<file path="src/rtl/ucode_loader.sv">
// ucode_loader: writer side of the microcode store.
// Assembles framed 32-bit microcode words from a UART byte stream and writes
// them into the microcode RAM, holding the sequencer halted while loading.
//
// Frame: SYNC_LOAD, AH, AL, D3, D2, D1, D0, CK
//   address = {AH[0], AL}, data = {D3,D2,D1,D0}, CK = xor of the six bytes.
//
// Ports:
//   clk        system clock, all logic on posedge
//   reset      synchronous active-high reset
//   rx_valid   one-cycle strobe, rx_data holds a new byte
//   rx_data    received byte
//   wr_en      one-cycle RAM write strobe
//   wr_addr    RAM word address (held until next write)
//   wr_data    RAM word (held until next write)
//   halt       1 = sequencer must not fetch
//   frame_ok   one-cycle pulse, frame accepted and written
//   frame_err  one-cycle pulse, frame aborted
//   err_code   last error: 00 none, 01 checksum, 10 timeout
//   word_count successful writes since reset, saturating at 1023
module ucode_loader #(
  parameter logic [7:0] SYNC_LOAD      = 8'hA5,
  parameter logic [7:0] SYNC_RUN       = 8'h5A,
  parameter int         TIMEOUT_CYCLES = 1000000,
  parameter bit         HALT_ON_RESET  = 1'b1
) (
  input  logic        clk,
  input  logic        reset,
  input  logic        rx_valid,
  input  logic [7:0]  rx_data,
  output logic        wr_en,
  output logic [8:0]  wr_addr,
  output logic [31:0] wr_data,
  output logic        halt,
  output logic        frame_ok,
  output logic        frame_err,
  output logic [1:0]  err_code,
  output logic [9:0]  word_count
);

  localparam int             TW     = $clog2(TIMEOUT_CYCLES) + 1;
  localparam logic [TW-1:0]  T_LAST = TW'(TIMEOUT_CYCLES - 1);

  typedef enum logic [2:0] {
    S_IDLE,
    S_ADDR_HI,
    S_ADDR_LO,
    S_DATA,
    S_CHECK
  } state_t;

  state_t        state, state_next;
  logic [1:0]    idx, idx_next;
  logic [TW-1:0] tcnt;

  // Frame assembly registers (data only, no reset needed).
  logic          addr_hi_bit;
  logic [7:0]    addr_lo;
  logic [31:0]   data_sr;
  logic [7:0]    ck_acc;

  // Per-cycle decisions from the next-state logic.
  logic          start_load, run_cmd, ck_good, ck_bad, tmo;

  function automatic logic [9:0] sat_inc(input logic [9:0] v);
    return (v == 10'h3FF) ? v : v + 10'd1;
  endfunction

  always_comb begin
    state_next = state;
    idx_next   = idx;
    start_load = 1'b0;
    run_cmd    = 1'b0;
    ck_good    = 1'b0;
    ck_bad     = 1'b0;
    tmo        = 1'b0;
    if (state == S_IDLE) begin
      if (rx_valid) begin
        if (rx_data == SYNC_LOAD) begin
          start_load = 1'b1;
          state_next = S_ADDR_HI;
        end else if (rx_data == SYNC_RUN) begin
          run_cmd = 1'b1;
        end
      end
    end else if (rx_valid) begin
      // Inside a frame every byte is payload; sync values do not resync.
      case (state)
        S_ADDR_HI: state_next = S_ADDR_LO;
        S_ADDR_LO: begin
          state_next = S_DATA;
          idx_next   = 2'd0;
        end
        S_DATA: begin
          if (idx == 2'd3) state_next = S_CHECK;
          else             idx_next   = idx + 2'd1;
        end
        S_CHECK: begin
          if (rx_data == ck_acc) ck_good = 1'b1;
          else                   ck_bad  = 1'b1;
          state_next = S_IDLE;
        end
        default: state_next = S_IDLE;
      endcase
    end else if (tcnt == T_LAST) begin
      // A byte arriving on the expiry cycle takes precedence (branch above).
      tmo        = 1'b1;
      state_next = S_IDLE;
    end
  end

  always_ff @(posedge clk) begin
    if (reset) begin
      state <= S_IDLE;
      idx   <= 2'd0;
    end else begin
      state <= state_next;
      idx   <= idx_next;
    end
  end

  // ---- stage boundary: frame decision -> registered write/status outputs ----
  always_ff @(posedge clk) begin
    if (reset) begin
      tcnt       <= '0;
      halt       <= HALT_ON_RESET;
      wr_en      <= 1'b0;
      wr_addr    <= '0;
      wr_data    <= '0;
      frame_ok   <= 1'b0;
      frame_err  <= 1'b0;
      err_code   <= 2'b00;
      word_count <= '0;
    end else begin
      wr_en     <= ck_good;
      frame_ok  <= ck_good;
      frame_err <= ck_bad | tmo;
      if (ck_bad) err_code <= 2'b01;
      if (tmo)    err_code <= 2'b10;
      if (start_load) halt <= 1'b1;
      if (run_cmd)    halt <= 1'b0;
      if (state == S_IDLE || rx_valid || tmo) tcnt <= '0;
      else                                    tcnt <= tcnt + TW'(1);
      if (ck_good) begin
        wr_addr    <= {addr_hi_bit, addr_lo};
        wr_data    <= data_sr;
        word_count <= sat_inc(word_count);
      end
    end
  end

  always_ff @(posedge clk) begin
    if (rx_valid) begin
      case (state)
        S_IDLE:    ck_acc <= 8'h00;
        S_ADDR_HI: begin
          addr_hi_bit <= rx_data[0];
          ck_acc      <= ck_acc ^ rx_data;
        end
        S_ADDR_LO: begin
          addr_lo <= rx_data;
          ck_acc  <= ck_acc ^ rx_data;
        end
        S_DATA: begin
          data_sr <= {data_sr[23:0], rx_data};
          ck_acc  <= ck_acc ^ rx_data;
        end
        default: ;
      endcase
    end
  end

endmodule
</file>
<file path="config.mk">
export PLATFORM = sky130hd
export DESIGN_NAME = ucode_loader
export DESIGN_NICKNAME = d
export VERILOG_FILES = /design/src/rtl/ucode_loader.sv
export SDC_FILE = /design/constraint.sdc
export NUM_CORES = 1
export LEC_CHECK = 0
export CAP_MARGIN = 30
export CORE_MARGIN = 2
export CORE_UTILIZATION = 41
export DETAILED_ROUTE_END_ITERATION = 10
export DONT_BUFFER_PORTS = 1
export SETUP_SLACK_MARGIN = 0.5
export SYNTH_ARGS = -nofsm -noshare
export SYNTH_HDL_FRONTEND = slang
export SYNTH_SLANG_ARGS = --single-unit
</file>
<file path="constraint.sdc">
create_clock -name clk -period 3.45 [get_ports clk]
set_clock_uncertainty 0.1 [all_clocks]
set_input_delay 0.69 -clock clk [delete_from_list [all_inputs] [get_ports clk]]
set_output_delay 0.69 -clock clk [all_outputs]
set_load 0.01 [all_outputs]
</file>
[After elaboration in Yosys (flattened, before gate mapping)]
Index checks and enable logic that the tools add are counted.
Cells by class
  bitwise gates (word level): 4
  muxes and demuxes: 32
  eq/ne operators: 14
  reduce and logical (&&, ||, !) cells: 18
  add/subtract/negate cells: 3
Operators with widths (number)
  $add A21 B1 Y21 const B: 1
  $eq A21 B20 Y1 const B: 1
  $mux W1: 20
  $mux W3: 6
  $pmux W8 S2: 1
  $add A10 B1 Y10 const B: 1
  $eq A10 B10 Y1 const B: 1
  $reduce_and A2 Y1: 5
  $reduce_bool A2 Y1: 5
  $pmux W3 S3: 1
  $eq A8 B7 Y1 const B: 1
  $eq A8 B8 Y1: 1
  $eq A8 B8 Y1 const B: 1
  $reduce_and A4 Y1: 2
  $xor A8 B8 Y8: 1
  $eq A3 B2 Y1 const B: 2
  $mux W2: 3
  $ne A2 B2 Y1 const B: 2
  $ne A4 B4 Y1 const B: 1
  $pmux W2 S2: 1
  $reduce_or A2 Y1: 2
  $eq A3 B1 Y1 const B: 1
  $eq A3 B3 Y1 const B: 1
  $logic_not A3 Y1: 1
  other kinds (7): 9
Word-level totals
  logic and storage cells: 86
  output and inout bits: 57
  bits in registers: 131

[Logic depth before layout (Yosys ltp)]
  depth in word-level cells: 7
  gate-level depth with buffers: 9

[Worst setup path after synthesis]
Ideal clock, no wire load.
  path type: input to register
  start point: input port rx_valid
  end point: register data_sr[0], enable pin
  slack: 0.776 ns
  arrival: 2.180 ns
  buffers on the path: 0
  stages on the path: 2
  required time: 2.956 ns
  cells stage by stage: nor2b_1 > and3_1
Between the ends
  word-level cells in the longest chain between the ends: 1
Ends and longest elaborated chain
  from (decl): line 29  | input logic rx_valid,
  $reduce_and A2 Y1 (no line)
  to (signal assigned): line 165  | data_sr <= {data_sr[23:0], rx_data};
  to (decl): line 59  | logic [31:0] data_sr;
Every way passes these cells.
A chain may end at the register's enable or synchronous reset.

[Worst setup path after layout]
  start point: register tcnt[0]
  end point: register tcnt[2]
Between the ends
  word-level cells in the longest chain between the ends: 6
  elaborated cells on any way between the ends: 7
  classes of those cells: add/sub (1); eq/ne (1); mux (3); reduce/logical (2)
Ends and longest elaborated chain
  from (decl): line 54  | logic [TW-1:0] tcnt;
  from (signal assigned): line 143  | else tcnt <= tcnt + TW'(1);
  $eq A21 B20 Y1: line 105  | end else if (tcnt == T_LAST) begin
  $mux W1: line 105
  $mux W1: line 86  | end else if (rx_valid) begin
  $mux W1: line 77  | if (state == S_IDLE) begin
  $logic_or A1 B1 Y1: line 142  | if (state == S_IDLE || rx_valid || tmo) tcnt <= '0;
  $reduce_or A2 Y1 (no line)
Parallel ways exist; a longest one is shown, timed or not.

==> metrics <==
Area contributors post-synth=dfxtp_1 (33%), edfxtp_1 (30%), nand2_1 (7.4%); Synth top cells by count=nand2_1 (97), dfxtp_1 (82), a21oi_1 (52); drt wl/cell=about 15 µm; hold_sp=reset; FFs w/ async S/R, synth=0; Synth area leader=dfxtp_1; flops & latches, synth=between 100 and 150; dpl hpwl=6523 µm; CP Depth=6; Slew @ Worst Pin=approximately 0.7 ns; Synth Instances=about 480; sequential power share=0.475; Clock Tree Root=clkbuf_16; number of global-route vias before repair=approximately 3.2k; Overflow after GRT=0; Die ar.=around 13000 µm²; post-CTS setup buffer count=0; cell area power density=599.5 nW/µm²; WP data required=about 3.6 ns; count of cell types in the netlist=38; n_diodes=0; Clock Latency Late Sink=0.42 ns; first-pass GRT wire length=around 16000 µm; # DRC=0; crit end category=flop; number of port buffers=0; Max-Cap Viols=0; crit path DAT=2.87 ns; status=finished clean; I/O pin total=68; gpl congestion=around 0.80; core area=11860 µm²; top cell type's share of synthesized area=0.3337; initial core utilization=0.4148; Max H-tree Level=4; clk slew on worst S/H paths=~0.06 ns; RSZ-0062 raised after global routing=no; P_sw=roughly 700 µW; CTS tree=built; CTS resizes=0; Synth Area per Inst=around 10 µm²; Lkg Pwr=about 0.0018 µW; Layout Cells excl Fill=642; Seq/Total Area, Yosys=0.6328; kind of critical path=flop to flop; Clk pwr share=0.518; hold path depth=1; final antenna-violating net count=0; P&R area growth vs syn=14.32%; Worst Path Max Fanout=21; aggregate global-route resource usage=0.1632; startpoint types=flop; via count=3310; Final Critical Period=approximately 2.7 ns; Cell Rows=40; internal power=approximately 2700 µW; CTS Hold Bufs=0; Crit path largest cell delay=roughly 0.62 ns; Worst R2R Start=tcnt[0]; Iter 0 DRT Violations=about 280; endpoints failing setup=0; Hold Vio Cnt, Final=0; Worst VDD drop=approximately 0.00035 V; antenna violations before repair=0; top-count cell post-synth=nand2_1; Slew HR=0.5295; worst r2r path cells=6; largest net degree at the start of global routing=63; Max Slew Vio Count=0; kind of path behind the tightest hold check=input pin to flop; Synth Cell Area=approximately 4900 µm²; number of synthesized flops with an enable pin=between 40 and 50; Clock Sinks=131; Die H=between 100 and 150 µm; fmax=0.3719 GHz; setup TNS=0 ns; delay-heaviest family, CP=simple AND/OR/NAND/NOR gates; DRT Pass-1 Iters=4; routed vias/inst=5.156; syn_nets=~500; combinational share of power=0.006; Max clock buf depth=2; share of layout cells above drive strength 1=0.08687; Crit path buffers/inverters=0; CTS buffer count=17; Die X=113.5 µm; Yosys Warn Count=0; CP max stage cell=or3_1; ys flop type=dfxtp_1; Worst Hold Path EP=word_count[9]; Cell Chain, Critical Path=ha_1 -> nand3_1 -> or4_1 -> o21ai_1 -> or3_1 -> nor2_1; placed cells=610; Tcrit/Tclk final=0.7794; reg-to-reg slack, setup=roughly 0.76 ns; NumNets Final=approximately 500; r2r endpoint=tcnt[2]; Post-Route WL=just under 10000 µm; Switching Fraction=0.2059; Fillers=1120
[sequential cells by signal, summed over array words and instances (netlist names), 2 cells and up]
register    cells
word_count     10
addr_lo         8
idx             2
tcnt           21
wr_data        32
ck_acc          8
wr_addr         9
state           3
err_code        2
data_sr        32
[metal layers]
layer / GRT usage / part of all wire
met5: 0 / 0
met4: 0.07805 / 0.022
met3: 0.06695 / 0.056
met2: 0.2551 / 0.48
met1: 0.1970 / 0.44
[through the flow]
step                      worst slack (ns)  hold WS [ns]  total power, µW  utilization  cell area (µm²)
after floorplan                     0.7762        0.3262             1661            -             4920
after global placement              0.8190        0.3311             1657       0.4250             5041
after detailed placement            0.7377        0.3320             1657       0.4250             5041
after CTS                           0.7691        0.2239             3409       0.4742             5624
after global routing                0.5109        0.2177             3477       0.4742             5624
final                               0.7611        0.2400             3371       0.4742             5624
[how the worst max path moves through the flow]
| stage | to | from | slack [ns] |
|---|---|---|---|
| after floorplan | data_sr[0] | rx_valid | 0.78 |
| after global placement | word_count[7] | rx_data[5] | 0.82 |
| after detailed placement | word_count[7] | rx_data[0] | 0.74 |
| after CTS | tcnt[2] | tcnt[0] | 0.77 |
| after global routing | tcnt[7] | tcnt[0] | 0.51 |
| final | tcnt[2] | tcnt[0] | 0.76 |
[logic make-up after synthesis]
kind of cell,Yosys count,share of synthesized area
AO/OA/AOI/OAI,71,0.07935
adder cells (fa/ha/maj),3,0.007631
buffers and inverters,33,0.02848
XOR/XNOR,27,0.04807
AND/OR/NAND/NOR,214,0.1971
multiplexers,3,0.006612
flip-flops,131,0.6328
[power groups by stage]
stage	combinational (µW)	sequential [µW]	clock, µW
4_1_cts	21.9	1600	1780
3_3_place_gp	21.3	1640	0
6_report	21.7	1600	1750
5_1_grt	24.2	1600	1850
2_1_floorplan	26.4	1640	0
3_5_place_dp	21.9	1640	0
[worst reg2reg max path, cell delays in order, from the launching register on]
cell	delay (ns)
dfxtp_1	0.37
ha_1	0.21
nand3_1	0.24
or4_1	0.61
o21ai_1	0.28
or3_1	0.62
nor2_1	0.13
[cell type report]
cell class	instances	area [µm²]	area share
flip-flops and latches	131	3113	0.5535
multi-input cells	318	1673	0.2974
clock buffers	17	425.4	0.07564
well taps	147	183.9	0.03270
clock inverters	15	157.7	0.02803
repair buffers	5	37.54	0.006674
inverters	9	33.78	0.006007
[placed cells by master, fill, tap and decap left out, drive strengths merged, types with 3 or more instances in the layout]
cell,Yosys,routed
o21ai,7,7
clkinv,0,7
nor3,6,6
o31ai,5,5
nand2,97,97
clkbuf,18,17
xor2,9,9
a21oi,52,52
nor2b,4,4
buf,6,5
nor4,6,6
inv,9,12
nand3,14,14
and3,4,4
nor2,51,51
or3,5,5
edfxtp,49,49
clkinvlp,0,3
nand4,12,12
ha,3,3
dfxtp,82,82
or4,4,4
xnor2,18,18
Power figures use the tool's default switching activity.
